--- config.mk ---
export PLATFORM = sky130hd
export DESIGN_NAME = sra_share_arbiter_flat
export DESIGN_NICKNAME = d
export VERILOG_FILES = /design/src/rtl/sra_share_arbiter_if.sv /design/src/rtl/sra_share_arbiter.sv /design/src/flat_wrapper.sv
export SDC_FILE = /design/constraint.sdc
export NUM_CORES = 1
export LEC_CHECK = 0
export CORE_MARGIN = 5
export CORE_UTILIZATION = 45
export CTS_CLUSTER_DIAMETER = 200
export CTS_CLUSTER_SIZE = 14
export DETAILED_ROUTE_END_ITERATION = 10
export GPL_ROUTABILITY_DRIVEN = 0
export HOLD_SLACK_MARGIN = 0.08
export PLACE_DENSITY = 0.79
export RECOVER_POWER = 100
export SLEW_MARGIN = 20
export SYNTH_ARGS = -nofsm -noshare
export SYNTH_HDL_FRONTEND = slang
export SYNTH_SLANG_ARGS = --single-unit
--- constraint.sdc ---
create_clock -name clk -period 2 [get_ports clk]
set_input_delay 0.4 -clock clk [delete_from_list [all_inputs] [get_ports clk]]
set_output_delay 0.4 -clock clk [all_outputs]
set_load 0.02 [all_outputs]
--- src/rtl/sra_share_arbiter_if.sv ---
// rtl/sra_share_arbiter_if.sv - request/result bundle for the shared arithmetic-right-shift unit
interface sra_share_arbiter_if #(
  parameter int N = 8
);
  logic         req0_valid;
  logic         req0_ready;
  logic [N-1:0] req0_a;
  logic [N-1:0] req0_b;
  logic         req1_valid;
  logic         req1_ready;
  logic [N-1:0] req1_a;
  logic [N-1:0] req1_b;
  logic         res_valid;
  logic         res_ready;
  logic         res_id;
  logic [N-1:0] res_data;

  modport master (
    output req0_valid, req0_a, req0_b,
    input  req0_ready,
    output req1_valid, req1_a, req1_b,
    input  req1_ready,
    input  res_valid, res_id, res_data,
    output res_ready
  );

  modport slave (
    input  req0_valid, req0_a, req0_b,
    output req0_ready,
    input  req1_valid, req1_a, req1_b,
    output req1_ready,
    output res_valid, res_id, res_data,
    input  res_ready
  );
endinterface

--- src/rtl/sra_share_arbiter.sv ---
// rtl/sra_share_arbiter.sv - round-robin sharing of one registered arithmetic-right-shift unit
module sra_share_arbiter #(
  parameter int N = 8
) (
  input logic              clk,
  input logic              rst,
  sra_share_arbiter_if.slave bus
);
  localparam int LGN = $clog2(N);

  typedef enum logic [1:0] {
    IDLE  = 2'd0,
    SHIFT = 2'd1,
    DONE  = 2'd2
  } state_t;

  state_t       state;
  state_t       state_nxt;

  logic [N-1:0] a_r;
  logic [N-1:0] b_r;
  logic         id_r;
  logic         rr_last;
  logic [N-1:0] res_data_r;
  logic         res_id_r;

  logic         grant_valid;
  logic         grant_id;
  logic         accept;
  logic         ready0;
  logic         ready1;
  logic         res_valid_c;

  logic               overshift;
  logic signed [N-1:0] a_signed;
  logic signed [N-1:0] a_shifted;
  logic [N-1:0]       shift_res;

  // Round-robin: on a tie the requester that did not win last time is granted.
  always_comb begin
    grant_valid = bus.req0_valid | bus.req1_valid;
    grant_id    = 1'b0;
    if (bus.req0_valid && bus.req1_valid) begin
      grant_id = ~rr_last;
    end else if (bus.req1_valid) begin
      grant_id = 1'b1;
    end
  end

  always_ff @(posedge clk) begin
    if (rst) begin
      state <= IDLE;
    end else begin
      state <= state_nxt;
    end
  end

  always_comb begin
    state_nxt   = state;
    ready0      = 1'b0;
    ready1      = 1'b0;
    res_valid_c = 1'b0;
    accept      = 1'b0;
    case (state)
      IDLE: begin
        if (grant_valid) begin
          accept    = 1'b1;
          ready0    = ~grant_id;
          ready1    = grant_id;
          state_nxt = SHIFT;
        end
      end
      SHIFT: begin
        state_nxt = DONE;
      end
      DONE: begin
        res_valid_c = 1'b1;
        if (bus.res_ready) begin
          state_nxt = IDLE;
        end
      end
      default: begin
        state_nxt = IDLE;
      end
    endcase
  end

  // Any set bit above the low LGN bits shifts every data bit out, leaving only sign fill.
  assign overshift = |b_r[N-1:LGN];
  assign a_signed  = a_r;
  assign a_shifted = a_signed >>> b_r[LGN-1:0];
  assign shift_res = overshift ? {N{a_r[N-1]}} : a_shifted;

  always_ff @(posedge clk) begin
    if (rst) begin
      a_r        <= '0;
      b_r        <= '0;
      id_r       <= 1'b0;
      rr_last    <= 1'b1;
      res_data_r <= '0;
      res_id_r   <= 1'b0;
    end else begin
      if (accept) begin
        a_r     <= grant_id ? bus.req1_a : bus.req0_a;
        b_r     <= grant_id ? bus.req1_b : bus.req0_b;
        id_r    <= grant_id;
        rr_last <= grant_id;
      end
      if (state == SHIFT) begin
        res_data_r <= shift_res;
        res_id_r   <= id_r;
      end
    end
  end

  assign bus.req0_ready = ready0;
  assign bus.req1_ready = ready1;
  assign bus.res_valid  = res_valid_c;
  assign bus.res_data   = res_data_r;
  assign bus.res_id     = res_id_r;
endmodule
--- src/flat_wrapper.sv ---
// flat-port wrapper written by rule: the top's interface ports become plain ports
module sra_share_arbiter_flat 
#(
  parameter int N = 8
)
  (clk, rst, bus_req0_valid, bus_req0_a, bus_req0_b, bus_req0_ready, bus_req1_valid, bus_req1_a, bus_req1_b, bus_req1_ready, bus_res_valid, bus_res_id, bus_res_data, bus_res_ready);
  sra_share_arbiter_if #(.N(N)) bus_i ();
  input logic clk;
  input logic rst;
  input wire logic [$bits(bus_i.req0_valid)-1:0] bus_req0_valid;
  input wire logic [$bits(bus_i.req0_a)-1:0] bus_req0_a;
  input wire logic [$bits(bus_i.req0_b)-1:0] bus_req0_b;
  output wire logic [$bits(bus_i.req0_ready)-1:0] bus_req0_ready;
  input wire logic [$bits(bus_i.req1_valid)-1:0] bus_req1_valid;
  input wire logic [$bits(bus_i.req1_a)-1:0] bus_req1_a;
  input wire logic [$bits(bus_i.req1_b)-1:0] bus_req1_b;
  output wire logic [$bits(bus_i.req1_ready)-1:0] bus_req1_ready;
  output wire logic [$bits(bus_i.res_valid)-1:0] bus_res_valid;
  output wire logic [$bits(bus_i.res_id)-1:0] bus_res_id;
  output wire logic [$bits(bus_i.res_data)-1:0] bus_res_data;
  input wire logic [$bits(bus_i.res_ready)-1:0] bus_res_ready;
  assign bus_i.req0_valid = bus_req0_valid;
  assign bus_i.req0_a = bus_req0_a;
  assign bus_i.req0_b = bus_req0_b;
  assign bus_req0_ready = bus_i.req0_ready;
  assign bus_i.req1_valid = bus_req1_valid;
  assign bus_i.req1_a = bus_req1_a;
  assign bus_i.req1_b = bus_req1_b;
  assign bus_req1_ready = bus_i.req1_ready;
  assign bus_res_valid = bus_i.res_valid;
  assign bus_res_id = bus_i.res_id;
  assign bus_res_data = bus_i.res_data;
  assign bus_i.res_ready = bus_res_ready;
  sra_share_arbiter #(.N(N)) u_core (.clk(clk), .rst(rst), .bus(bus_i));
endmodule
Yosys cells after proc, flatten, opt, wreduce, memory -nomap -nowiden

Cells that the tools add are included.

Reduce and logical (&&, ||, !) cells: 4
Mux-type cells: 15
Shift operators: 1
$add $sub $neg: 0
$mul: 0
Equal/unequal tests: 4
Divide/modulo/power cells: 0
Magnitude comparators: 0
Bitwise operators: 3

Operators with widths:

| cell               | count |
|---|---|
| $mux 8             | 3 |
| $mux 1             | 9 |
| $sshr 8x3->8       | 1 |
| $pmux 2 s3         | 1 |
| $reduce_or 5->1    | 1 |
| $mux 2             | 2 |
| $eq 2x1->1 const B | 1 |
| $eq 2x2->1 const B | 1 |
| $logic_not 2->1    | 1 |
| $ne 2x1->1 const B | 1 |
| $ne 2x2->1 const B | 1 |
| $not 1->1          | 2 |
| $reduce_and 2->1   | 1 |
| $logic_and 1x1->1  | 1 |
| $or 1x1->1         | 1 |

Bits in read-only memories: 0
Memories kept: 0
Word-level logic and storage cells: 34
Output and inout bits: 12
Input port bits: 37
Latch bits: 0
Flip-flop bits (word level): 29
Memory bits (writable): 0

Depth between registers and ports, before layout

Word-level depth: 5
Gate-level depth with buffers: 5
Gate-level depth less buffers: 4

Worst setup path after synthesis

OpenSTA, ideal clock, no wires.

Path type: in2out
Start point: input port bus_req1_valid
End point: output port bus_req0_ready
Required time: 1.600 ns
Path slack: 0.443 ns
Arrival time: 1.157 ns
Buffers on the path: 2
Stages on the path: 4
Cells stage by stage: a21boi_1 -> buf_2 -> buf_6 -> nor2_1

Longest elaborated chain between the ends: 5
Elaborated cells on any way between the ends: 7
Those cells by class: mux (4); bitwise (2); reduce/logical (1)

Ends and longest elaborated chain:

| element                                            | RTL line                                         | source |
|---|---|---|
| start, declared                                    | flat_wrapper.sv:14                               | `input wire logic [$bits(bus_i.req1_valid)-1:0] bus_req1_valid;` |
| $mux 1 / $logic_and 1x1->1 (equally long branches) | sra_share_arbiter.sv:45, sra_share_arbiter.sv:43 |  |
| $mux 1                                             | sra_share_arbiter.sv:43                          | `if (bus.req0_valid && bus.req1_valid) begin` |
| $not 1->1                                          | sra_share_arbiter.sv:68                          | `ready0 = ~grant_id;` |
| $mux 1 *                                           | sra_share_arbiter.sv:66                          | `if (grant_valid) begin` |
| $mux 1 *                                           | sra_share_arbiter.sv:64                          | `case (state)` |
| end, declared                                      | flat_wrapper.sv:13                               | `output wire logic [$bits(bus_i.req0_ready)-1:0] bus_req0_ready;` |

Mark *: on every way between the ends. The rest lies on a longest branch, timed or not.

Final worst setup path

Start point: input port bus_req1_valid
End point: output port bus_req1_ready

Longest elaborated chain between the ends: 4
Elaborated cells on any way between the ends: 6
Those cells by class: mux (4); bitwise (1); reduce/logical (1)

Ends and longest elaborated chain:

| element                                            | RTL line                                         | source |
|---|---|---|
| $mux 1 / $logic_and 1x1->1 (equally long branches) | sra_share_arbiter.sv:45, sra_share_arbiter.sv:43 |  |
| $mux 1                                             | sra_share_arbiter.sv:43                          |  |
| $mux 1 *                                           | sra_share_arbiter.sv:66                          |  |
| $mux 1 *                                           | sra_share_arbiter.sv:64                          |  |
| end, declared                                      | flat_wrapper.sv:17                               | `output wire logic [$bits(bus_i.req1_ready)-1:0] bus_req1_ready;` |

Marks and branches as above.

==> run metrics <==
Filler cells=275; DRT iter0 DRCs=39; antenna viol nets, final=0; I/O pins=49; I/O Buffers=48; M1 GR Usage=0.177; worst slew pin tran=503 ps; Core Footprint=0.00308 mm2; DP HPWL=2680 um; number of CTS-inserted buffers=5; Via density=5.25; Hold WC Path Type=reg2reg; Synth Cell Area=0.00146 mm2; clock skew=10.1 ps; Post-Layout Cell Count=258; Initial Utilization=0.475; top-area cell type share of the netlist area=0.397; Post-Route WL=3310 um; total gr overflow=0; syn nets=200; fin crit share=0.979; Seq cells post-synth=29; Startpoint Class=input port; cells on worst reg2reg path=4; gr usage total=0.164; Routed wire per std cell=12.8 um; reg2reg end=u_core.bus.res_data[2]; drt first pass iters=4; cell taking the most area after synthesis=dfxtp_1; crit path max fanout=3; Power per Cell Area=713 mW/mm2; vias=1,355; GR Layer Usage met3=0.0489; RR Startpoint=u_core.b_r[4]; most frequent cells in the layout=clkdlybuf4s50_1, dfxtp_1, nor2_1, mux2i_1, a211oi_1; syn_area_per_cell=8.97 um2; H-tree levels=2; Synth cell types=37; Worst EP arrival=1560 ps; r2r setup slk=410 ps; crit end category=output pin; Crit Path Class=in2out; VDD IR-drop max=0.332 mV; vias in the first global route=1,317; Multi-input gate area=833 um2; final hold viol count=0; worst-skew pair later-pin latency=330 ps; CTS tree=done; gr busiest metal=met2; Die H=67.0 um; commonest non-fill, non-tap cell in the layout=clkdlybuf4s50_1; Clk pin slew, worst setup/hold paths=90 ps; Synth Warn #=0; nets=250; cts hold-fix bufs=0; Synth Instances=163; outcome=finished, final reports clean; initial antenna violation count=0; Setup violations, final=0; die width=67.0 um; share of layout cells above drive strength 1=0.103; # placed instances=250; n_diodes=0; setup TNS=0 ps; clk buf depth=2; Register Area=581 um2; sequential share of the synthesized area=0.397; Hold EP=u_core.bus.res_data[7]; CP required=1600 ps; critical hold path startpoint=u_core.bus.res_data[7]; Leak Pwr=0.783 nW; Clock Tree Root=clkbuf_4; fmax=511 MHz; Fin Hold WS=469 ps; first-pass GRT wire length=5500 um; max cap viols=0; met2 usage=0.287; clk sinks=29; Area contributors post-synth=dfxtp_1, mux2i_1, a211oi_1; Layout Area Growth over Synthesis=41.1%; clock period minus worst slack=1960 ps; hold path depth=2; # DRC=0; die area=0.00449 mm2; largest net degree at the start of global routing=33; Slew HR=0.665; cell row count=20; Slew Viols, Final=0
[sequential cells by signal (all words and copies together) (netlist names)]
signal               count
u_core.a_r               8
u_core.b_r               8
u_core.bus.res_data      8
u_core.bus.res_id        1
u_core.id_r              1
u_core.rr_last           1
u_core.state             2
[layout make-up]
| cell class | count | share of cell area |
|---|---|---|
| multi-input cells | 122 | 0.404 |
| inverters | 1 | 0.00182 |
| clock buffers | 6 | 0.0200 |
| clock inverters | 2 | 0.00485 |
| well taps | 44 | 0.0267 |
| flip-flops and latches | 29 | 0.282 |
| repair buffers | 54 | 0.261 |
[routing by layer]
metal | routed length (um) | up-vias | part of all wire
met1 | 1380 | 603 | 0.42
met3 | 224 | 11 | 0.068
met5 | 0 | - | 0
met4 | 99 | 0 | 0.030
met2 | 1610 | 47 | 0.49
li1 | - | 694 | -
[how the worst max path moves through the flow]
| stage | from | endpoint | slack, ps | depth (start not counted) |
|---|---|---|---|---|
| final | bus_req1_valid | bus_req1_ready | 40 | 4 |
| after global routing | bus_req1_valid | bus_req1_ready | -6 | 4 |
| after CTS | bus_req1_valid | bus_req1_ready | 30 | 4 |
| after detailed placement | bus_req1_valid | bus_req1_ready | -330 | 4 |
| after global placement | bus_req1_valid | bus_req1_ready | -200 | 4 |
| after floorplan | bus_req1_valid | bus_req0_ready | 440 | 4 |
[metrics by stage]
step / utilization / cell area, um2 / setup slack [ps] / power [mW]
after detailed placement: 0.652 / 2010 / -325 / 1.17
after CTS: 0.668 / 2060 / 29.3 / 1.49
after global routing: 0.670 / 2060 / -5.88 / 1.57
after global placement: 0.652 / 2010 / -203 / 1.15
after floorplan: - / 1460 / 443 / 0.986
final: 0.670 / 2060 / 42.2 / 1.47
[cells in the mapped netlist, drive strengths merged]
cell,number
nand3,4
nand2b,5
a31oi,2
o211ai,2
nor2,25
o21a,1
inv,1
and2,1
nand3b,2
o22a,2
buf,7
nand2,11
or4,1
o22ai,1
nor3b,2
nor2b,4
a211oi,18
a21oi,5
dfxtp,29
o31a,1
a21boi,1
mux2,3
or2,2
nor3,1
o311ai,1
clkbuf,4
mux2i,20
o21ai,6
a211o,1
[power by group]
| group | internal (mW) | total (mW) | leakage (nW) | switching, mW |
|---|---|---|---|---|
| Clock | 0.134 | 0.329 | 0.0320 | 0.196 |
| Sequential | 0.638 | 0.700 | 0.239 | 0.0613 |
| Combinational | 0.239 | 0.442 | 0.512 | 0.203 |
| Total | 1.01 | 1.47 | 0.783 | 0.460 |
[what timing repair did]
action / CTS / global route
endpoints found under the setup margin: 2 / 2
gates resized for setup: 4 / 2
setup buffers: 0 / 0
[kinds of logic (layout without fill, tap and decap cells)]
family | count (synthesis) | count (layout) | share of synthesized area
flip-flops | 29 | 29 | 0.397
AND/OR/NAND/NOR | 58 | 58 | 0.202
AO/OA/AOI/OAI | 41 | 41 | 0.202
multiplexers | 23 | 23 | 0.160
buffers and inverters | 12 | 63 | 0.0385
[worst max-delay path: stages]
cell and delay (ps):
clkdlybuf4s50_1 490, a21boi_4 200, and2_1 180, clkdlybuf4s15_2 280
Note: power is estimated with default switching activity, not from simulation.
